## config.mk

```make
export PLATFORM = sky130hd
export DESIGN_NAME = cdec_ram_loader
export DESIGN_NICKNAME = d
export VERILOG_FILES = /design/src/rtl/cdec_ram_loader.sv
export SDC_FILE = /design/constraint.sdc
export NUM_CORES = 1
export LEC_CHECK = 0
export ABC_AREA = 1
export ABC_CLOCK_PERIOD_IN_PS = 2400
export CORE_ASPECT_RATIO = 1.1
export CORE_MARGIN = 2
export CORE_UTILIZATION = 55
export DETAILED_ROUTE_END_ITERATION = 8
export PLACE_DENSITY = 0.75
export SYNTH_ARGS = -nofsm -noshare
export SYNTH_HDL_FRONTEND = slang
export SYNTH_SLANG_ARGS = --single-unit
```

## constraint.sdc

```tcl
create_clock -name ClkMst -period 2.4 [get_ports ClkMst]
set_clock_uncertainty 0.15 [all_clocks]
set_input_delay 0.48 -clock ClkMst [delete_from_list [all_inputs] [get_ports ClkMst]]
set_output_delay 0.48 -clock ClkMst [all_outputs]
set_load 0.1 [all_outputs]
```

## src/rtl/cdec_ram_loader.sv

```systemverilog
// Boot loader for the CDEC core: parses ADR/CNT/data/SUM records from a byte stream,
// writes the data into program RAM and holds the CPU in reset until a valid end record.
module cdec_ram_loader #(
  parameter int unsigned ADDR_W   = 8,
  parameter int unsigned DATA_W   = 8,
  parameter int unsigned RST_HOLD = 4
) (
  input  logic              ClkMst,
  input  logic              Reset,
  input  logic [DATA_W-1:0] iRxData,
  input  logic              iRxValid,
  output logic              oRxReady,
  output logic [ADDR_W-1:0] oRamAddr,
  output logic [DATA_W-1:0] oRamData,
  output logic              oRamWe,
  output logic              oCpuReset,
  output logic              oBusy,
  output logic              oDone,
  output logic              oSumErr
);

  typedef enum logic [2:0] {
    StAddr,
    StCnt,
    StData,
    StSum,
    StHold,
    StRun,
    StErr
  } state_e;

  localparam logic [7:0] HoldLast = 8'(RST_HOLD - 1);

  state_e            state_q, state_d;
  logic [ADDR_W-1:0] ptr_q;
  logic [DATA_W-1:0] cnt_q;
  logic [DATA_W-1:0] acc_q;
  logic              end_q;
  logic [7:0]        hold_q;

  logic              accept;
  logic [DATA_W-1:0] acc_sum;

  // oRxReady is registered from the next state, so it always matches state_q.
  assign accept  = iRxValid & oRxReady;
  assign acc_sum = acc_q + iRxData;

  always_comb begin
    state_d = state_q;
    case (state_q)
      StAddr: if (accept) state_d = StCnt;
      StCnt:  if (accept) state_d = (iRxData == '0) ? StSum : StData;
      StData: if (accept && cnt_q == DATA_W'(1)) state_d = StSum;
      StSum: begin
        if (accept) begin
          if (acc_sum != '0)  state_d = StErr;
          else if (end_q)     state_d = StHold;
          else                state_d = StAddr;
        end
      end
      StHold: if (hold_q == HoldLast) state_d = StRun;
      StRun:  state_d = StRun;
      StErr:  state_d = StErr;
      default: state_d = StAddr;
    endcase
  end

  always_ff @(posedge ClkMst or posedge Reset) begin
    if (Reset) begin
      state_q   <= StAddr;
      ptr_q     <= '0;
      cnt_q     <= '0;
      acc_q     <= '0;
      end_q     <= 1'b0;
      hold_q    <= '0;
      oRamWe    <= 1'b0;
      oRamAddr  <= '0;
      oRamData  <= '0;
      oRxReady  <= 1'b1;
      oBusy     <= 1'b1;
      oCpuReset <= 1'b1;
      oDone     <= 1'b0;
      oSumErr   <= 1'b0;
    end else begin
      state_q <= state_d;
      oRamWe  <= 1'b0;
      case (state_q)
        StAddr: begin
          if (accept) begin
            ptr_q <= ADDR_W'(iRxData);
            acc_q <= iRxData;
          end
        end
        StCnt: begin
          if (accept) begin
            cnt_q <= iRxData;
            acc_q <= acc_sum;
            end_q <= (iRxData == '0);
          end
        end
        StData: begin
          if (accept) begin
            oRamWe   <= 1'b1;
            oRamAddr <= ptr_q;
            oRamData <= iRxData;
            ptr_q    <= ptr_q + ADDR_W'(1);
            cnt_q    <= cnt_q - DATA_W'(1);
            acc_q    <= acc_sum;
          end
        end
        StSum: begin
          if (accept) end_q <= 1'b0;
        end
        StHold: hold_q <= hold_q + 8'd1;
        default: ;
      endcase
      oRxReady  <= state_d inside {StAddr, StCnt, StData, StSum};
      oBusy     <= state_d inside {StAddr, StCnt, StData, StSum, StHold};
      oCpuReset <= (state_d != StRun);
      oDone     <= (state_d == StRun);
      oSumErr   <= (state_d == StErr);
    end
  end

endmodule

```

After elaboration in Yosys (flattened, before gate mapping)
Index checks and enable logic that the tools add are counted.
{"block": "classes", "n_addsub": 4, "n_eq_ne": 20, "n_reduce_logical": 17, "bitwise_logic": 1, "n_mux": 21}
{"op": "$pmux 8 s2", "count": 3}
{"op": "$mux 8", "count": 4}
{"op": "$mux 3", "count": 7}
{"op": "$pmux 3 s7", "count": 1}
{"op": "$eq 3x3->1 const B", "count": 6}
{"op": "$add 8x1->8 const B", "count": 2}
{"op": "$eq 3x2->1 const B", "count": 4}
{"op": "$reduce_and 3->1", "count": 4}
{"op": "$add 8x8->8", "count": 1}
{"op": "$eq 8x1->1 const B", "count": 1}
{"op": "$eq 8x2->1 const B", "count": 1}
{"op": "$logic_not 8->1", "count": 1}
{"op": "$ne 2x2->1 const B", "count": 4}
{"op": "$reduce_bool 2->1", "count": 4}
{"op": "$reduce_bool 8->1", "count": 1}
{"op": "$sub 8x1->8 const B", "count": 1}
{"op": "$eq 3x1->1 const B", "count": 2}
{"op": "$logic_not 3->1", "count": 2}
{"op": "$mux 1", "count": 5}
{"op": "$reduce_bool 5->1", "count": 1}
{"op": "$reduce_bool 4->1", "count": 1}
{"op": "$ne 3x3->1 const B", "count": 1}
{"op": "$ne 2x1->1 const B", "count": 1}
{"op": "$pmux 1 s2", "count": 1}
{"op": "4 further kinds", "count": 4}
{"block": "word_totals", "reg_bits": 58}

Logic depth before layout (Yosys ltp)
{"block": "depth", "word_depth": 7, "ltp_mapped": 15, "depth_no_buf": 15}

Worst setup path before layout
No wires, ideal clock.
{"block": "synth_path", "kind": "in2reg", "start": "input port iRxData[0]", "end": "register state_q[2]", "t_arrival_ps": 2047, "setup_slack_ps": 88, "cell_stages": 11, "cell_sequence": "ha_1 -> fa_1 -> or2_2 -> nor2_1 -> nand3_1 -> nor2_1 -> nand3b_1 -> nand2_1 -> nand2_1 -> nand2_1 -> inv_1"}
{"block": "synth_via", "elab_chain_cells": 5}
{"item": "start: declaration", "line": "10", "text": "input logic [DATA_W-1:0] iRxData,"}
{"item": "$add 8x8->8", "line": "46", "text": "assign acc_sum = acc_q + iRxData;"}
{"item": "$reduce_bool 8->1", "line": "56", "text": "if (acc_sum != '0) state_d = StErr;"}
{"item": "$mux 3", "line": "56"}
{"item": "$mux 3", "line": "55", "text": "if (accept) begin"}
{"item": "$pmux 3 s7", "line": "50", "text": "case (state_q)"}
{"item": "named net state_d[2]", "line": "34", "text": "state_e state_q, state_d;"}
{"item": "end signal: assignment", "line": "70", "text": "state_q <= StAddr;"}
{"item": "end signal: assignment", "line": "85", "text": "state_q <= state_d;"}
{"item": "end: declaration", "line": "34"}
The timed path passes the listed nets, and every way through them passes these cells.
A chain may end at the register's enable or synchronous reset.

Worst setup path after layout
Same ends and word-level chain as after synthesis.

==> impl_metrics.yaml <==
timing:
  hold_ws_ns: 0.329
  finalSetupViolations: 0
  period_minus_slack_ns: 2.30
  fmax_mhz: 435
  max-slew-margin-rel_pct: 70.7
  min_period_over_period_pct: 95.7
  worst_pin_slew_ns: 0.436
  drv_slew: 0
  worst_slack_ns: 0.102
  rsz0062_at_grt: "false"
  finalHoldViolations: 0
  fin_setup_tns_ns: 0
run:
  drv_cap: 0
clock_tree:
  cts_tree: "done"
  cts_hold_buf: 0
  clkTransAtPathRegs_ns: 0.07
  htreeDepth: 3
  cts_inserted_buffers: 9
  clockBufferDepth: 2
  cts.sinks: 58
  clk_latency_ns: 0.33
  root_buffer: "clkbuf_8"
run_status:
  status: "complete, no violations"
route:
  dr.pass1.iters: 4
  wl_per_cell_um: 12.9
  drcViolationCount: 0
  postRouteAntennaNets: 0
  post_drt_via_cell_ratio: 5.24
  via_count: 2799
  drtIter0Drc: 239
  wl_mm: 6.87
synthesis:
  synth_nets: 419
  yosys_warnings: 0
  synth_cells: 396
  yosysSeqAreaShare_pct: 46.3
  synth_cell_type_count: 38
  dominantRegCellSynth: "dfrtp_1"
  ys_ff_latch: 58
  synth_compound_area_share_pct: 12.4
  synthMuxAreaShare_pct: 0.359
  synth_edf_count: 0
  async_flop_share_pct: 100
  syn-mean-instance-area_um2: 7.93
  synth_top_family_by_area: "simple AND/OR/NAND/NOR gates"
  synthXorXnorAreaFrac_pct: 2.79
  synth_area_um2: 3140
  synthAdderAreaFrac_pct: 5.02
  synth-simple-area-share_pct: 25.1
global_routing:
  grtUsageTotal_pct: 22.9
  grt_pass1_wl_mm: 11.7
  antenna_found_initial: 0
  grt_pass1_vias: 2623
  gr-total-overflow: 0
  grt_max_degree: 59
floorplan:
  ioPinCount: 33
  die_h_um: 83.3
  die_x_um: 76.1
  coreArea_um2: 5430
  dieArea_um2: 6330
  initial_core_util_pct: 57.8
  rows: 28
layout:
  drive_gt1_share_pct: 19.8
  regArea_um2: 1460
  n_fill_cell: 420
  diodes: 0
  fin_cells: 534
  multi_input_area_um2: 1500
  num-nets-final: 478
  area_growth_pct: 25.9
critical_path:
  cp-end-kind: "flop"
  worst-path-max-fanout: 3
  crit_required_ns: 2.48
  crit_type: "input pin to flop"
  critPathArrivalTime_ns: 2.38
  startpoint_type: "input pin"
min_path:
  hp-class: "flop to flop"
placement:
  dp_slack_ns: -0.507
  routabilityCongestion: 0.828
  dp_cells: 517
  port_buffers: 32
  hpwl_mm: 4.93
[through the flow]
step	area, um^2	utilization (%)
after CTS	3890	71.6
after floorplan	3140	-
final	3950	72.8
after global placement	3620	66.7
after detailed placement	3620	66.7
after global routing	3950	72.8
[registers in the layout, summed over array words and instances, names as in the netlist, 3 cells and up]
register / flops
oRamAddr: 8
oRamData: 8
ptr_q: 8
acc_q: 8
hold_q: 8
state_q: 3
cnt_q: 8
[Yosys cell counts (all sizes together), types with 2 or more instances]
master / instances / area [um^2]
nand2: 104 / 398
dfrtp: 55 / 1380
inv: 53 / 199
nor2: 43 / 171
o21ai: 28 / 140
nand3: 21 / 105
a21oi: 17 / 85.1
a31oi: 11 / 68.8
ha: 11 / 138
nand4: 7 / 43.8
buf: 6 / 45.0
xor2: 6 / 52.6
nor3: 5 / 30.0
o22ai: 4 / 25.0
xnor2: 4 / 35.0
a22oi: 3 / 22.5
dfstp: 3 / 78.8
nand3b: 2 / 15.0
nor4: 2 / 12.5
or2: 2 / 12.5
[placed cells by master, fill, tap and decap left out, types with 2 or more instances in the layout]
master            n
nand2_1          97
xor2_1            6
buf_4            44
nor3_1            4
nor2_2            4
a31oi_1          11
o22ai_1           4
ha_4              2
nor2_1           38
nand3b_1          2
a21oi_1          16
dfrtp_1          55
xnor2_1           4
inv_1            48
nor4_1            2
o21ai_1           6
nand3_1          18
nand2_2           7
o21ai_0          22
bufinv_16         3
nand3_2           3
clkbuf_8         11
clkdlybuf4s50_1   8
ha_1              8
inv_2             5
dfstp_2           3
a22oi_1           3
nand4_1           7
[repair_timing]
action / in CTS / in global routing
buffers inserted: 1 / 1
resized for setup: 5 / 12
endpoints found under the setup margin: 7 / 6
hold endpoints to repair: 0 / 0
pin swaps: 8 / 7
[cells by family (layout without fill, tap and decap cells)]
group	after synthesis	after routing
flip-flops	58	58
AND/OR/NAND/NOR	186	186
multiplexers	1	1
buffers and inverters	61	124
adder cells (fa/ha/maj)	12	12
XOR/XNOR	10	10
AO/OA/AOI/OAI	68	68
[critical path, cell delays in order]
cell	delay, ns
dlygate4sd2_1	0.25
ha_2	0.19
fa_1	0.46
or2_4	0.27
nor2_2	0.12
nand3_2	0.10
nor2_2	0.11
nand3b_1	0.12
nand2_1	0.10
nand2_2	0.08
nand2_2	0.08
inv_1	0.04
[worst paths after layout]
kind | start | cells past startpoint | to | slack, ns
max | iRxData[0] | 12 | state_q[2] | 0.10
min | oRamData[1] | 2 | oRamData[1] | 0.33
max reg2reg | acc_q[0] | 11 | state_q[2] | 0.12
min reg2reg | oRamData[1] | 2 | oRamData[1] | 0.33
max in group asynchronous | Reset | 3 | oCpuReset | 1.44
min in group asynchronous | Reset | 3 | cnt_q[5] | 0.37
[metal layers]
layer / global-route usage (%) / share of wire, %
met5: 0 / 0
met4: 10.2 / 2.3
met3: 3.80 / 4.7
met2: 39.4 / 49
met1: 28.4 / 44
[cell type report]
cell class | instances | share of cell area (%)
Clock buffer | 11 | 3.83
Sequential cell | 58 | 36.8
Inverter | 54 | 5.13
Tap cell | 75 | 2.37
Clock inverter | 4 | 2.50
Timing Repair Buffer | 55 | 11.4
Multi-Input combinational cell | 277 | 37.9
Power is left out: the tool's default activity adds up to more than one toggle a clock period on the data nets, which glitch-free logic cannot reach.
